--- config.mk ---
export PLATFORM = sky130hd
export DESIGN_NAME = pc_sequencer
export DESIGN_NICKNAME = d
export VERILOG_FILES = /design/src/rtl/pc_seq_pkg.sv /design/src/rtl/pc_sequencer_retire_counter.sv /design/src/rtl/pc_sequencer.sv
export SDC_FILE = /design/constraint.sdc
export NUM_CORES = 1
export LEC_CHECK = 0
export CAP_MARGIN = 30
export CORE_ASPECT_RATIO = 0.6
export CORE_MARGIN = 5
export CORE_UTILIZATION = 30
export DETAILED_ROUTE_END_ITERATION = 6
export GPL_ROUTABILITY_DRIVEN = 0
export PLACE_DENSITY = 0.71
export RECOVER_POWER = 100
export SKIP_LAST_GASP = 1
export SYNTH_ARGS = -nofsm -noshare
export SYNTH_HDL_FRONTEND = slang
export SYNTH_HIERARCHICAL = 1
export SYNTH_SLANG_ARGS = --single-unit
--- constraint.sdc ---
create_clock -name clk -period 5.2 [get_ports clk]
set_input_delay 1.04 -clock clk [delete_from_list [all_inputs] [get_ports clk]]
set_output_delay 1.04 -clock clk [all_outputs]
set_load 0.01 [all_outputs]
--- src/rtl/pc_seq_pkg.sv ---
// Shared types and constants for the program-counter sequencer.
package pc_seq_pkg;

  localparam int XLEN = 32;
  localparam logic [1:0] PC_ALIGN_MASK = 2'b11;

  typedef enum logic [2:0] {
    BOOT     = 3'd0,
    FETCH    = 3'd1,
    WAIT_EXE = 3'd2,
    HALTED   = 3'd3,
    FAULT    = 3'd4
  } pc_state_t;

  function automatic logic is_misaligned(input logic [XLEN-1:0] addr);
    return (addr[1:0] & PC_ALIGN_MASK) != 2'b00;
  endfunction

endpackage

--- src/rtl/pc_sequencer_retire_counter.sv ---
// 32-bit wrapping retired-instruction counter with increment enable.
module retire_counter
  import pc_seq_pkg::*;
(
  input  logic            clk,
  input  logic            reset,
  input  logic            en,
  output logic [XLEN-1:0] count
);

  // counter register, wraps naturally at 2^32
  always_ff @(posedge clk or posedge reset) begin
    if (reset) begin
      count <= 32'd0;
    end else if (en) begin
      count <= count + 32'd1;
    end else begin
      count <= count;
    end
  end

endmodule

--- src/rtl/pc_sequencer.sv ---
// Program-counter sequencer: owns the PC, issues fetches, drives the next-PC mux select.
// Optional retire counter enabled by defining PC_SEQ_RETIRE_CNT_EN.
module pc_sequencer
  import pc_seq_pkg::*;
#(
  parameter logic [XLEN-1:0] RESET_VECTOR = 32'h0000_0000
) (
  input  logic            clk,
  input  logic            reset,
  output logic            imemReq,
  output logic [XLEN-1:0] imemAddr,
  input  logic            imemAck,
  output logic            instrValid,
  input  logic            exeDone,
  input  logic            branchTaken,
  input  logic            halt,
  output logic            pcSrc,
  input  logic [XLEN-1:0] pcNext,
  output logic [XLEN-1:0] pc,
  output logic [XLEN-1:0] pcPlus4,
  output logic            running,
  output logic            misalignedTrap,
  output logic [XLEN-1:0] instret
);

  pc_state_t       state_r;
  pc_state_t       state_s;
  logic [XLEN-1:0] pc_r;
  logic            trap_r;
  logic            commit_s;
  logic            set_trap_s;

  // halt wins over misalignment; only a clean completion commits
  assign commit_s   = (state_r == WAIT_EXE) && exeDone && !halt && !is_misaligned(pcNext);
  assign set_trap_s = (state_r == WAIT_EXE) && exeDone && !halt && is_misaligned(pcNext);

  // state register
  always_ff @(posedge clk or posedge reset) begin
    if (reset) begin
      state_r <= BOOT;
    end else begin
      state_r <= state_s;
    end
  end

  // next-state and state-decoded outputs
  always_comb begin
    state_s    = state_r;
    imemReq    = 1'b0;
    instrValid = 1'b0;
    running    = 1'b0;
    pcSrc      = 1'b0;
    case (state_r)
      BOOT: begin
        running = 1'b1;
        state_s = FETCH;
      end
      FETCH: begin
        running = 1'b1;
        imemReq = 1'b1;
        if (imemAck) begin
          state_s = WAIT_EXE;
        end else begin
          state_s = FETCH;
        end
      end
      WAIT_EXE: begin
        running    = 1'b1;
        instrValid = 1'b1;
        pcSrc      = branchTaken & exeDone;
        if (!exeDone) begin
          state_s = WAIT_EXE;
        end else if (halt) begin
          state_s = HALTED;
        end else if (is_misaligned(pcNext)) begin
          state_s = FAULT;
        end else begin
          state_s = FETCH;
        end
      end
      HALTED: begin
        state_s = HALTED;
      end
      FAULT: begin
        state_s = FAULT;
      end
      default: begin
        state_s = FAULT;
      end
    endcase
  end

  // PC register and sticky misalignment flag
  always_ff @(posedge clk or posedge reset) begin
    if (reset) begin
      pc_r   <= RESET_VECTOR;
      trap_r <= 1'b0;
    end else begin
      if (commit_s) begin
        pc_r <= pcNext;
      end else begin
        pc_r <= pc_r;
      end
      trap_r <= trap_r | set_trap_s;
    end
  end

  assign pc             = pc_r;
  assign imemAddr       = pc_r;
  assign pcPlus4        = pc_r + 32'd4;
  assign misalignedTrap = trap_r;

`ifdef PC_SEQ_RETIRE_CNT_EN
  retire_counter u_retire_counter (
    .clk   (clk),
    .reset (reset),
    .en    (commit_s),
    .count (instret)
  );
`else
  assign instret = 32'd0;
`endif

endmodule

**Yosys cells after proc, flatten, opt, wreduce, memory -nomap -nowiden**

Index checks and enable logic that the tools add are counted.

- Register bits after elaboration: 36
- Latch bits: 0
- Bits in writable memories: 0
- ROM bits: 0
- Bits of input ports: 38
- Output and inout bits: 133
- Logic and storage cells: 27
- Memories: 0

- Add/subtract/negate cells: 1
- Multipliers: 0
- Divide/modulo/power cells: 0
- Order comparisons: 0
- Eq/ne operators: 3
- Shifts and indexed selects: 0
- Muxes and demuxes: 9
- Bitwise gates (word level): 2
- Reduce and logical (&&, ||, !) cells: 9

Operator list:

| cell | count |
|---|---|
| $add 32x3->32 const B | 1 |
| $pmux 3 s4 | 1 |
| $mux 3 | 3 |
| $eq 3x2->1 const B | 2 |
| $logic_and 1x1->1 | 4 |
| $mux 1 | 4 |
| $eq 3x1->1 const B | 1 |
| $logic_not 3->1 | 1 |
| $reduce_or 3->1 | 1 |
| $logic_not 1->1 | 2 |
| $mux 2 | 1 |
| $reduce_bool 2->1 | 1 |
| $and 1x1->1 | 1 |
| $or 1x1->1 | 1 |

**Logic depth before layout (Yosys ltp)**

- Depth in word-level cells: 5
- Depth in mapped cells: 5
- Mapped depth without buffers: 5

**Worst setup path before layout**

No wires, ideal clock.

- Path type: register -> output
- From: register pc_r[6] (netlist: imemAddr[6])
- To: output pcPlus4[26]
- Data arrival time: 1603 ps
- Setup slack: 2557 ps
- Cell stages (with the launch flop): 5
- Path buffers: 0
- Cell sequence: dfrtp_1 > nand4_2 > nor4_4 > nand4_1 > xnor2_1

- Longest elaborated chain between the ends: 1

Ends and longest elaborated chain:

| item | RTL line | text |
|---|---|---|
| start, declared | pc_sequencer.sv:28 | `logic [XLEN-1:0] pc_r;` |
| start signal, assigned | pc_sequencer.sv:100 | `pc_r <= pcNext;` |
| start signal, assigned | pc_sequencer.sv:102 | `pc_r <= pc_r;` |
| $add 32x3->32 | pc_sequencer.sv:110 | `assign pcPlus4 = pc_r + 32'd4;` |
| end, declared | pc_sequencer.sv:20 | `output logic [XLEN-1:0] pcPlus4,` |

Every way passes these cells.

**Final worst setup path**

- From: register pc_r[2] (netlist: imemAddr[2])
- To: output pcPlus4[26]

Same word-level chain as after synthesis.

==> flow_summary.toml <==
[min_path]
min_to = "misalignedTrap"
hold_path_startpoint = "misalignedTrap"
min_path_cells = 1
hold_path_class = "reg -> reg"

[worst_setup_path]
reg2reg_from = "state_r[0]"
cp-end-kind = "primary output"
r2r_end = "imemAddr[24]"
crit_chain = "ha_1 -> nand3_1 -> nor4_4 -> nand4_1 -> xnor2_1 -> dlygate4sd3_1"
critical_path.slowest_cell = "dlygate4sd3_1"
cp_slowest_stage_delay_ns = 0.63
cp.arrival_ns = 2.70
cp-start-kind = "register"
crit_type = "reg -> out"
cp_max_fo = 8
reg2reg_slack_ns = 2.45
critical_path_required_ns = 4.16
r2r_cells = 4

[grt]
grt_pass1_wl_um = 10400
grtUsageTotal = 0.131
first_global_vias = 1916
grt_start_max_net_pins = 37
overflow = 0
antenna_found_initial = 0

[synth]
synth-xor-area-share = 0.101
synth_simple_gate_area_share = 0.150
synth_top_family_by_area = "buffers and inverters"
syn-cell-area_um2 = 2420
yosysSeqAreaShare = 0.372
synth.avg_cell_area_um2 = 10.3
yosys_warnings = 6
ys_types = 27
syn_inst = 235
synth_compound_area_frac = 0.0119
synthAdderAreaFrac = 0.00516
ys_seq_elements = 36
synthMuxAreaShare = 0.139

[timing]
tns_ns = 0
fin_crit_sh = 0.719
slew_viol_final = 37
relSlewSlack = -0.378
fmax_mhz = 268
grt_setup_unrepaired = "false"
tightest_slew_ns = 2.07
fin_skew_ns = 0.00393
setup_viol = 0
timing.final.crit_period_ns = 3.74
timing.hold.ws_ns = 0.477
hold_violations = 0

[clock_network]
post_cts_buffers = 0
cts_hold_buf = 0
cts_max_level = 2
cts_tree = "built"
clk_pin_slew_ns = 0.06
numCtsBuffers = 5
cts_resized = 0
cts-root-buf = "clkbuf_16"
cts_sinks = 36
clock_latency_ns = 0.28
clock_path_buffers = 2

[cells_and_area]
n_fill_cell = 741
diodes = 0
layout_commonest_cell = "dlygate4sd3_1"
final_cell_mix = "dlygate4sd3_1, clkdlybuf4s50_1, dfrtp_1"
area_growth_pct = 52.3
regArea_um2 = 901
drive_gt1_frac = 0.131
final_cells = 452
fin_nets = 382
finalInstanceArea_um2 = 3690
multi_input_area_um2 = 1100

[place]
port_buffers = 138
dpl.hpwl_um = 5270
dpl_cell_area_um2 = 3560
place_inst = 444

[floorplan]
die_area_um2 = 10000
ios = 171
rows = 25
core-area_um2 = 7880
start_util = 0.307
chipHeight_um = 79.6
dieWidth_um = 126

[route]
wl_per_cell_um = 14.7
drc = 0
drt_iter0_drc = 48
drtPass1Iterations = 4
wirelength_um = 6630
num_vias = 1899
vias_per_cell = 4.20
ant_nets = 0

[power]
p_leak_nw = 1.85
power.density_nw_per_um2 = 502
vdd_drop_max_v = 0.000227

[flow_run]
cap_violations = 1

[run_status]
status = "complete, but fails checks"
violations = "max-capacitance violations, max-slew violations"
==> how the worst max path moves through the flow <==
stage                startpoint           to  slack [ns]  depth (start not counted)
floorplan           imemAddr[6]  pcPlus4[26]        2.56                          4
global placement    imemAddr[3]  pcPlus4[31]        1.86                          5
detailed placement  imemAddr[2]  pcPlus4[26]        1.76                          6
CTS                 imemAddr[2]  pcPlus4[26]        1.47                          6
global route        imemAddr[2]  pcPlus4[28]        1.20                          6
finish              imemAddr[2]  pcPlus4[26]        1.46                          6
==> critical path, delay by kind of cell (launching register included) <==
kind,cells,cell delay (ns)
xor gates and xnor gates,1,0.15
adders and majority gates,1,0.22
buffers and inverters,1,0.63
DFF,1,0.44
and+or+nand+nor,3,0.97
==> layer usage <==
layer	global-route usage	wire length, µm
met3	0.0642	728
met5	0	0
met4	0.0385	91
met2	0.206	2990
met1	0.161	2810
==> state kept, by name, indices dropped and copies added, names as in the netlist <==
signal / flops
imemAddr: 32
state_r: 3
misalignedTrap: 1
==> cells in the mapped netlist <==
cell,n,area (µm²)
nand2_1,10,37.5
dfrtp_1,36,901
and4_1,1,8.76
nand4b_1,1,8.76
nor2_1,9,33.8
nand4_1,7,43.8
inv_1,4,15.0
ha_1,1,12.5
nor3b_1,1,7.51
or2_2,3,18.8
nand3_1,12,60.1
buf_4,66,495
nor3b_2,1,12.5
a21oi_1,2,10.0
nor3_1,3,15.0
nor4_4,2,42.5
nand2b_1,1,6.26
and2_1,2,12.5
conb_1,1,3.75
mux2_2,30,338
xnor2_1,21,184
buf_2,4,20.0
o21ai_0,2,10.0
and3_1,5,31.3
nand4_2,2,25.0
xor2_1,7,61.3
a311oi_1,1,8.76
==> layout make-up <==
| class | count | share of cell area |
|---|---|---|
| clock inverter | 2 | 0.00271 |
| inverter | 4 | 0.00407 |
| clock buffer | 6 | 0.0376 |
| sequential | 36 | 0.244 |
| multi-input combinational | 156 | 0.299 |
| timing repair buffer | 140 | 0.376 |
| tap | 108 | 0.0366 |
==> stage by stage <==
| step | worst slack (ns) | total power [mW] | util |
|---|---|---|---|
| after floorplan | 2.56 | 1.11 | - |
| after global placement | 1.86 | 1.69 | 0.451 |
| after detailed placement | 1.76 | 1.70 | 0.451 |
| after CTS | 1.47 | 2.02 | 0.470 |
| after global routing | 1.20 | 1.98 | 0.468 |
| final | 1.46 | 1.85 | 0.468 |
==> cell families (layout without fill, tap and decap cells) <==
family	after synthesis	in the layout
AO/OA/AOI/OAI	5	5
XOR/XNOR	28	28
adder cells (fa/ha/maj)	1	1
buffers and inverters	74	152
flip-flops	36	36
multiplexers	30	30
other	1	32
AND/OR/NAND/NOR	60	60
==> where the power goes <==
part	leakage [nW]	internal [mW]	switching, mW
clock	0.0766	0.189	0.115
sequential	0.480	0.396	0.193
combinational	1.30	0.579	0.382
Note: power is estimated with default switching activity, not from simulation.
